$ cat config.mk
export PLATFORM = sky130hd
export DESIGN_NAME = run_history_detector
export DESIGN_NICKNAME = d
export VERILOG_FILES = /design/src/rtl/run_history_detector.sv
export SDC_FILE = /design/constraint.sdc
export NUM_CORES = 1
export LEC_CHECK = 0
export CAP_MARGIN = 20
export CORE_AREA = 2 2 39 41
export DETAILED_ROUTE_END_ITERATION = 10
export DIE_AREA = 0 0 41 43
export PLACE_DENSITY = 0.66
export SKIP_LAST_GASP = 1
export SYNTH_ARGS = -nofsm -noshare
export SYNTH_HDL_FRONTEND = slang
export SYNTH_SLANG_ARGS = --single-unit
$ cat constraint.sdc
create_clock -name clk -period 3.05 [get_ports clk]
set_clock_uncertainty 0.05 [all_clocks]
set_input_delay 0.4575 -clock clk [delete_from_list [all_inputs] [get_ports clk]]
set_output_delay 0.4575 -clock clk [all_outputs]
set_load 0.03 [all_outputs]
$ cat src/rtl/run_history_detector.sv
// run_history_detector: tracks the run length of identical symbols on a
// valid-qualified stream. It raises a Mealy repeat flag (x) and a
// programmable-threshold run flag (y) in the same cycle as the sample.
//
// Handshake: there is no backpressure. A sample is accepted on a rising
// clk edge when valid=1 and clear=0. clear=1 flushes the history and wins
// over valid. valid=0 cycles are gaps: they hold the history and do not
// break a run.
module run_history_detector #(
    parameter int WIDTH = 1,
    parameter int CNT_W = 4
) (
    input  logic             clk,
    input  logic             reset,      // asynchronous, active-low
    input  logic [WIDTH-1:0] a,
    input  logic             valid,
    input  logic             clear,
    input  logic [CNT_W-1:0] threshold,
    output logic             x,
    output logic             y,
    output logic [CNT_W-1:0] run_len,
    output logic [WIDTH-1:0] run_val,
    output logic             dbg_state   // 1 = TRACK, 0 = EMPTY
);

    typedef enum logic {
        EMPTY = 1'b0,
        TRACK = 1'b1
    } state_t;

    localparam logic [CNT_W-1:0] CNT_MAX = {CNT_W{1'b1}};
    localparam logic [CNT_W-1:0] CNT_ONE = CNT_W'(1);

    state_t           state, state_nxt;
    logic [WIDTH-1:0] last_val;
    logic [CNT_W-1:0] run_cnt;
    logic [CNT_W-1:0] cur_len;
    logic [CNT_W-1:0] thr_eff;
    logic             accept;
    logic             match;

    assign accept = valid & ~clear;

    // State register: EMPTY until the first accepted sample
    always_ff @(posedge clk or negedge reset) begin
        if (!reset) begin
            state <= EMPTY;
        end else begin
            state <= state_nxt;
        end
    end

    // Next state: clear flushes, an accepted sample starts or continues tracking
    always_comb begin
        state_nxt = state;
        if (clear) begin
            state_nxt = EMPTY;
        end else if (valid) begin
            state_nxt = TRACK;
        end
    end

    // Current run length including this sample, saturating at the counter max
    always_comb begin
        match   = (state == TRACK) && (a == last_val);
        cur_len = CNT_ONE;
        if (match) begin
            cur_len = (run_cnt == CNT_MAX) ? CNT_MAX : run_cnt + CNT_ONE;
        end
    end

    // History datapath: last accepted symbol and its run length
    always_ff @(posedge clk or negedge reset) begin
        if (!reset) begin
            last_val <= '0;
            run_cnt  <= '0;
        end else if (clear) begin
            last_val <= '0;
            run_cnt  <= '0;
        end else if (valid) begin
            last_val <= a;
            run_cnt  <= cur_len;
        end
    end

    // Mealy flags; a threshold of 0 behaves as 1, and reset forces them low
    always_comb begin
        thr_eff   = (threshold == '0) ? CNT_ONE : threshold;
        x         = reset & accept & (cur_len > CNT_ONE);
        y         = reset & accept & (cur_len >= thr_eff);
        run_len   = run_cnt;
        run_val   = last_val;
        dbg_state = (state == TRACK);
    end

endmodule

== Yosys cells after proc, flatten, opt, wreduce, memory -nomap -nowiden ==
Index checks and enable logic that the tools add are counted.

* Output and inout port bits: 8
* Input port bits: 9
* Word-level logic and storage cells: 25
* Register bits after elaboration: 6

* $add $sub $neg: 1
* Order comparisons: 2
* Bitwise logic cells: 5
* Mux-type cells: 9
* Reduce and logical (&&, ||, !) cells: 3
* Equal/unequal tests: 2

{| class="wikitable"
|+ Operators by type and width
! kind !! number
|-
| two-way mux 4 bit || 5
|-
| adder 4 x 1 -> 4 bit, second input constant || 1
|-
| bitwise AND 1 bit || 4
|-
| == test 4 bit, second input constant || 1
|-
| >= comparator 4 bit || 1
|-
| > comparator 4 x 1 -> 1 bit, second input constant || 1
|-
| logical NOT 4 bit || 1
|-
| two-way mux 1 bit || 4
|-
| nonzero test 2 bit || 1
|-
| == test 1 bit || 1
|-
| logical AND 1 bit || 1
|-
| inverter 1 bit || 1
|}

== Longest topological paths before layout ==
Gate-level depths: netlist of the first run.

* Depth after elaboration: 5
* Mapped depth: 8
* Mapped depth without buffers: 8

== Worst setup path after synthesis of the first run ==
OpenSTA, ideal clock, no wires.

* Path kind: register to output
* Start point: reg run_cnt[0] (netlist: run_len[0])
* End point: out y
* Buffers on the path: 0
* Required time: 2542 ps
* Data arrival time: 2215 ps
* Slack: 328 ps
* Stages on the path, launching flop included: 8
* Cell sequence: dfrtp_1 -> ha_1 -> a31o_2 -> and3_4 -> ha_1 -> a21boi_0 -> o21ai_0 -> a21oi_1

* Word-level cells in the longest chain between the ends: 5
* Elaborated cells between the ends (all ways): 6
* Classes of those cells: 1 x add/sub; 1 x order compare; 1 x eq/ne; 2 x mux; 1 x bitwise

{| class="wikitable"
|+ RTL lines
! element !! RTL line !! text
|-
| start, declared || 36 || <nowiki>logic [CNT_W-1:0] run_cnt;</nowiki>
|-
| start signal, assigned || 82 || <nowiki>run_cnt <= cur_len;</nowiki>
|-
| adder 4 x 1 -> 4 bit / == test 4 bit (equally long branches) || 68 || <nowiki>cur_len = (run_cnt == CNT_MAX) ? CNT_MAX : run_cnt + CNT_ONE;</nowiki>
|-
| two-way mux 4 bit (*) || 68 ||
|-
| two-way mux 4 bit (*) || 67 || <nowiki>if (match) begin</nowiki>
|-
| >= comparator 4 bit (*) || 90 || <nowiki>y = reset & accept & (cur_len >= thr_eff);</nowiki>
|-
| bitwise AND 1 bit (*) || 90 ||
|-
| end, declared || 20 || <nowiki>output logic y,</nowiki>
|}

Every way passes the cells marked *; elsewhere a longest branch is shown, timed or not.

== Final worst setup path of the first run ==
* Start point: in a
* End point: out y

* Word-level cells in the longest chain between the ends: 5

{| class="wikitable"
|+ RTL lines
! element !! RTL line !! text
|-
| start, declared || 15 || <nowiki>input logic [WIDTH-1:0] a,</nowiki>
|-
| == test 1 bit || 65 || <nowiki>match = (state == TRACK) && (a == last_val);</nowiki>
|-
| logical AND 1 bit || 65 ||
|-
| two-way mux 4 bit || 67 ||
|-
| >= comparator 4 bit || 90 ||
|-
| bitwise AND 1 bit || 90 ||
|}

Every way passes these cells.

==> results of run 1 <==
-- cell families (layout without fill, tap and decap cells) --
family                   after synthesis  in the layout
AO/OA/AOI/OAI                         16             16
XOR/XNOR                               1              1
adder cells (fa/ha/maj)                5              5
buffers and inverters                  5             25
flip-flops                             6              6
multiplexers                           2              2
AND/OR/NAND/NOR                       18             18
-- power groups by stage --
stage                     combinational, mW  clock [mW]  sequential [mW]
after detailed placement             0.0523           0           0.0875
after global routing                 0.0578      0.0795           0.0867
after global placement               0.0518           0           0.0874
after CTS                            0.0525      0.0749           0.0862
final                                0.0516      0.0717           0.0862
after floorplan                      0.0219           0           0.0928
-- cell type report --
cell class	count	area share (%)
multi-input cells	42	44.7
well taps	16	2.91
repair buffers	18	25.1
inverters	4	2.18
flip-flops and latches	6	21.8
clock buffers	3	3.27
-- layer usage --
| layer | track usage (%) | up-vias |
|---|---|---|
| met5 | 0 | - |
| met4 | 6.00 | 0 |
| met3 | 3.14 | 0 |
| met2 | 20.9 | 14 |
| met1 | 19.3 | 209 |
| li1 | - | 233 |
-- critical path, stage by stage --
cell,delay (ns)
clkdlybuf4s50_1,0.43
xnor2_1,0.16
and2_4,0.19
and3_2,0.19
ha_1,0.27
inv_1,0.03
a21boi_0,0.12
o21ai_0,0.09
a21oi_1,0.12
buf_4,0.17
-- per-stage QoR --
| stage | setup WS, ns | instances |
|---|---|---|
| 2_1_floorplan | 0.328 | 53 |
| 3_3_place_gp | 0.295 | 86 |
| 3_5_place_dp | 0.271 | 86 |
| 4_1_cts | 0.269 | 89 |
| 5_1_grt | 0.121 | 89 |
| 6_report | 0.299 | 89 |
-- state kept, by name, indices dropped and copies added, names as in the netlist --
name and count:
run_val 1, dbg_state 1, run_len 4
-- layout by cell type, fill, tap and decap left out, types with 2 or more instances in the layout --
master,netlist,final
a31o_2,2,2
dfrtp_1,6,6
o21ai_0,2,2
ha_1,5,5
nand2_1,3,3
inv_1,4,4
clkdlybuf4s50_1,0,15
nor2_1,9,9
clkbuf_4,0,3
buf_4,1,3
mux2i_1,2,2
a211oi_2,2,2
a21oi_1,4,4
-- how the worst max path moves through the flow --
stage                           from  to  slack, ns  cells after the start
after floorplan           run_len[0]   y       0.33                      7
after global placement             a   y       0.30                     10
after detailed placement           a   y       0.27                     10
after CTS                          a   y       0.27                     10
after global routing               a   y       0.12                     10
final                              a   y       0.30                     10
==> impl_metrics.env, run 1 <==
export IMPL_status="finished, final reports clean"
export IMPL_grt_pass1_wl_um=1750
export IMPL_yosysTopAreaCellShare_pct=31.3
export IMPL_final_cell_area_um2=688
export IMPL_wl_met1_um=463
export IMPL_grt_pass1_vias=421
export IMPL_tns_ns=0
export IMPL_synth_seq_area_share_pct=31.3
export IMPL_clk_path_buf_depth=2
export IMPL_area_growth_pct=43.2
export IMPL_drtAntennaViolNets=0
export IMPL_layout_drive_gt1_share_pct=19.2
export IMPL_power_share_clock_pct=34.2
export IMPL_synthTopCellsByArea="dfrtp_1, ha_1, nor2_1"
export IMPL_routed_wl_um=979
export IMPL_start_util_pct=34.7
export IMPL_rsz0062_at_grt="no"
export IMPL_synth_enable_flop_cells=0
export IMPL_p_per_area_nw_per_um2=305
export IMPL_insertedDiodeCount=0
export IMPL_syn_avg_cell_area_um2=9.07
export IMPL_yosys_warnings=0
export IMPL_tightest_slew_ns=0.303
export IMPL_fill_cells=138
export IMPL_grt_max_degree=10
export IMPL_p_total_mw=0.210
export IMPL_cp_arrival_ns=2.24
export IMPL_clock_latency_ns=0.24
export IMPL_slew_headroom_pct=79.7
export IMPL_gp_congestion=0.714
export IMPL_pwr_share_comb_pct=24.6
export IMPL_dr_wl_met3_um=57
export IMPL_cts_max_level=1
export IMPL_reg2regPathDepth=5
export IMPL_synth_compound_area_share_pct=26.0
export IMPL_vias_per_cell=5.12
export IMPL_synth_nets=67
export IMPL_switching_power_mw=0.0554
export IMPL_core_region_area_um2=1380
export IMPL_numCtsBuffers=3
export IMPL_reg2reg_to="run_len[1]"
export IMPL_holdWs_ns=0.463
export IMPL_drt_iter0_drc=2
export IMPL_min_period_ns=2.75
export IMPL_end_kind="primary output"
export IMPL_synth_xor_area_share_pct=1.82
export IMPL_die_h_um=43
export IMPL_multi_input_area_um2=308
export IMPL_cap_violations=0
export IMPL_synth_cell_types=24
export IMPL_synth_top_cells_by_count="nor2_1, dfrtp_1, ha_1"
export IMPL_cts_setup_buffers=0
export IMPL_ir_drop_mv=0.203
export IMPL_syn_inst=53
export IMPL_io_buffer_count=16
export IMPL_ys_ff_latch=6
export IMPL_die_area_um2=1760
export IMPL_fmaxAchievable_ghz=0.363
export IMPL_yosys_area_share_adder_pct=13.0
export IMPL_antenna_found_initial=0
export IMPL_clk_pin_slew_ns=0.05
export IMPL_regArea_um2=150
export IMPL_hold_viol=0
export IMPL_grt_ovfl_total=0
export IMPL_drc=0
export IMPL_cp_max_fo=6
export IMPL_cts_repair_resized=0
export IMPL_layout_worst_path_cycle_share_pct=90.2
export IMPL_yosys_area_share_simple_pct=19.0
export IMPL_synth_top_family_by_area="compound AO/OA/AOI/OAI gates"
export IMPL_num_vias=456
export IMPL_total_leakage_power_nw=0.335
export IMPL_internal_power_mw=0.154
export IMPL_fin_nets=89
export IMPL_crit_type="in -> out"
export IMPL_finalSetupViolations=0
export IMPL_maxSlewViolCount=0
export IMPL_cts_tree="done"
export IMPL_placed_area_um2=666
export IMPL_worstPathRequired_ns=2.54
export IMPL_cts_root_buf="clkbuf_4"
export IMPL_top_level_ports=17
export IMPL_die_x_um=41
export IMPL_top_layer="met3"
export IMPL_rrSetupSlack_ns=1.52
export IMPL_ys_flop_type="dfrtp_1"
export IMPL_synth_most_common_cell="nor2_1"
export IMPL_wl_met2_um=457
export IMPL_ctsHoldBuffers=0
export IMPL_cts_num_sinks=6
export IMPL_grt_usage_pct=14.2
export IMPL_wl_per_cell_um=11.0
export IMPL_first_pass_iters=4
export IMPL_syn_cell_area_um2=480
export IMPL_synthArstFlopShare_pct=100
export IMPL_p_seq_share_pct=41.1
export IMPL_synth_top_area_cell="dfrtp_1"
export IMPL_start_kind="primary input"
export IMPL_place_hpwl_um=816
export IMPL_synth_mux_area_share_pct=4.17
export IMPL_rows=14
export IMPL_utilization_pct=49.7
export IMPL_hold_class="in -> async"
export IMPL_swShare_pct=26.4
export IMPL_timing_rr_start="run_len[0]"
(Power assumes the default switching activity.)
==> run 2: changes to the inputs <==
SLEW_MARGIN = 5   (was unset)
==> results of run 2 <==
No change in the layout: final DEF, timing and power equal those of run 1.
==> run 3: changes to the inputs <==
CTS_BUF_LIST = sky130_fd_sc_hd__clkbuf_4   (was unset)
clock period = 3.57 ns   (was 3.05 ns; I/O delays follow)
==> impl_metrics.env, run 3 (same netlist as run 1, synthesis figures left out) <==
export IMPL_drtAntennaViolNets=0
export IMPL_ctsHoldBuffers=0
export IMPL_status="finished, final reports clean"
export IMPL_grt_pass1_vias=414
export IMPL_place_inst=85
export IMPL_insertedDiodeCount=0
export IMPL_worst_path_buf_inv=3
export IMPL_fmaxAchievable_ghz=0.326
export IMPL_cts_num_sinks=6
export IMPL_routed_wl_um=1000
export IMPL_grt_ovfl_total=0
export IMPL_cp_top_family="buffers and inverters"
export IMPL_wl_per_cell_um=11.4
export IMPL_cp_cell_sequence="clkdlybuf4s50_1 > xnor2_1 > and2_4 > and3_2 > ha_1 > inv_1 > a21boi_0 > o21ai_0 > a21oi_1 > dlymetal6s2s_1"
export IMPL_rsz0062_at_grt="no"
export IMPL_start_util_pct=34.7
export IMPL_total_leakage_power_nw=0.346
export IMPL_layout_worst_path_cycle_share_pct=85.9
export IMPL_min_period_ns=3.07
export IMPL_fill_cells=140
export IMPL_crit_path_top_delay_cell="clkdlybuf4s50_1"
export IMPL_grt_max_degree=10
export IMPL_holdWs_ns=0.496
export IMPL_hold_viol=0
export IMPL_layout_drive_gt1_share_pct=16.7
export IMPL_antenna_found_initial=0
export IMPL_cp_arrival_ns=2.48
export IMPL_die_x_um=41
export IMPL_clk_pin_slew_ns=0.04
export IMPL_numCtsBuffers=3
export IMPL_die_area_um2=1760
export IMPL_cts_root_buf="clkbuf_4"
export IMPL_top_level_ports=17
export IMPL_final_cell_mix="clkdlybuf4s50_1, nor2_1, dfrtp_1, ha_1"
export IMPL_vias_per_cell=5.11
export IMPL_tightest_slew_ns=0.315
export IMPL_rows=14
export IMPL_gp_congestion=0.657
export IMPL_tns_ns=0
export IMPL_die_h_um=43
export IMPL_cts_tree="done"
export IMPL_drt_iter0_drc=6
export IMPL_place_hpwl_um=810
export IMPL_hold_class="in -> async"
export IMPL_placed_area_um2=661
export IMPL_regArea_um2=150
export IMPL_slowest_delay_ns=0.43
export IMPL_start_kind="primary input"
export IMPL_finalSetupViolations=0
export IMPL_core_region_area_um2=1380
export IMPL_fin_cells=88
export IMPL_num_vias=450
export IMPL_final_cell_area_um2=686
export IMPL_grt_pass1_wl_um=1730
export IMPL_grt_usage_pct=14.7
export IMPL_slew_headroom_pct=79.0
export IMPL_maxSlewViolCount=0
export IMPL_fin_nets=88
export IMPL_p_per_area_nw_per_um2=261
export IMPL_final_common_cell="clkdlybuf4s50_1"
export IMPL_cap_violations=0
export IMPL_area_growth_pct=42.7
export IMPL_clk_path_buf_depth=2
export IMPL_crit_type="in -> out"
export IMPL_largest_reg_flops=4
export IMPL_cts_max_level=1
export IMPL_utilization_pct=49.5
export IMPL_io_buffer_count=16
export IMPL_end_kind="primary output"
export IMPL_cp_max_fo=6
export IMPL_worstPathRequired_ns=2.98
export IMPL_multi_input_area_um2=308
export IMPL_drc=0
export IMPL_ir_drop_mv=0.177
export IMPL_first_pass_iters=4
export IMPL_clock_latency_ns=0.24
-- run 3: cell types whose count changed in the layout (fill, tap and decap cells not counted) --
cell,previous run,this run
dlymetal6s2s_1,0,1
buf_4,3,1
-- run 3: where the power goes --
part	leakage, nW	switching [mW]	internal [mW]
clock network	0.0138	0.0240	0.0380
logic	0.252	0.0210	0.0224
registers	0.0802	0.00299	0.0707
-- run 3: worst register-to-register path, cell delays in order (launching register included) --
cell     delay [ns]
dfrtp_1        0.44
ha_1           0.34
a31o_2         0.22
and3_4         0.18
mux2i_1        0.13
nor2_1         0.05
-- run 3: worst paths after layout --
path	start	end	slack, ns	depth (start not counted)
setup / recovery	a	y	0.50	10
hold / removal	reset	run_len[3]	0.50	1
setup reg to reg	run_len[0]	run_len[1]	2.05	5
hold reg to reg	dbg_state	dbg_state	0.50	2
max in group asynchronous	reset	run_len[0]	2.75	1
min in group clk	dbg_state	dbg_state	0.50	2
-- run 3: per-stage QoR --
stage | worst slack (ns) | power [mW]
after floorplan | 0.770 | 0.0980
after global placement | 0.118 | 0.118
after detailed placement | 0.109 | 0.119
after CTS | 0.0941 | 0.184
after global routing | 0.385 | 0.190
final | 0.502 | 0.179
-- run 3: layout make-up --
class                   count  share of cell area [%]
multi-input cells          42                    44.9
well taps                  16                    2.92
flip-flops and latches      6                    21.9
clock buffers               3                    3.28
repair buffers             17                    24.8
inverters                   4                    2.19
-- run 3: routing by layer --
| metal | track usage (%) | vias up | part of all wire, % |
|---|---|---|---|
| met5 | 0 | - | 0 |
| li1 | - | 235 | - |
| met1 | 20.3 | 206 | 50 |
| met2 | 19.7 | 9 | 46 |
| met3 | 3.14 | 0 | 4.6 |
| met4 | 10.0 | 0 | 0 |
-- run 3: timing repair --
action,4_1_cts,5_1_grt
endpoints found under the setup margin,0,1
endpoints found under the hold margin,0,0
gates resized for setup,0,1
buffers inserted,0,0
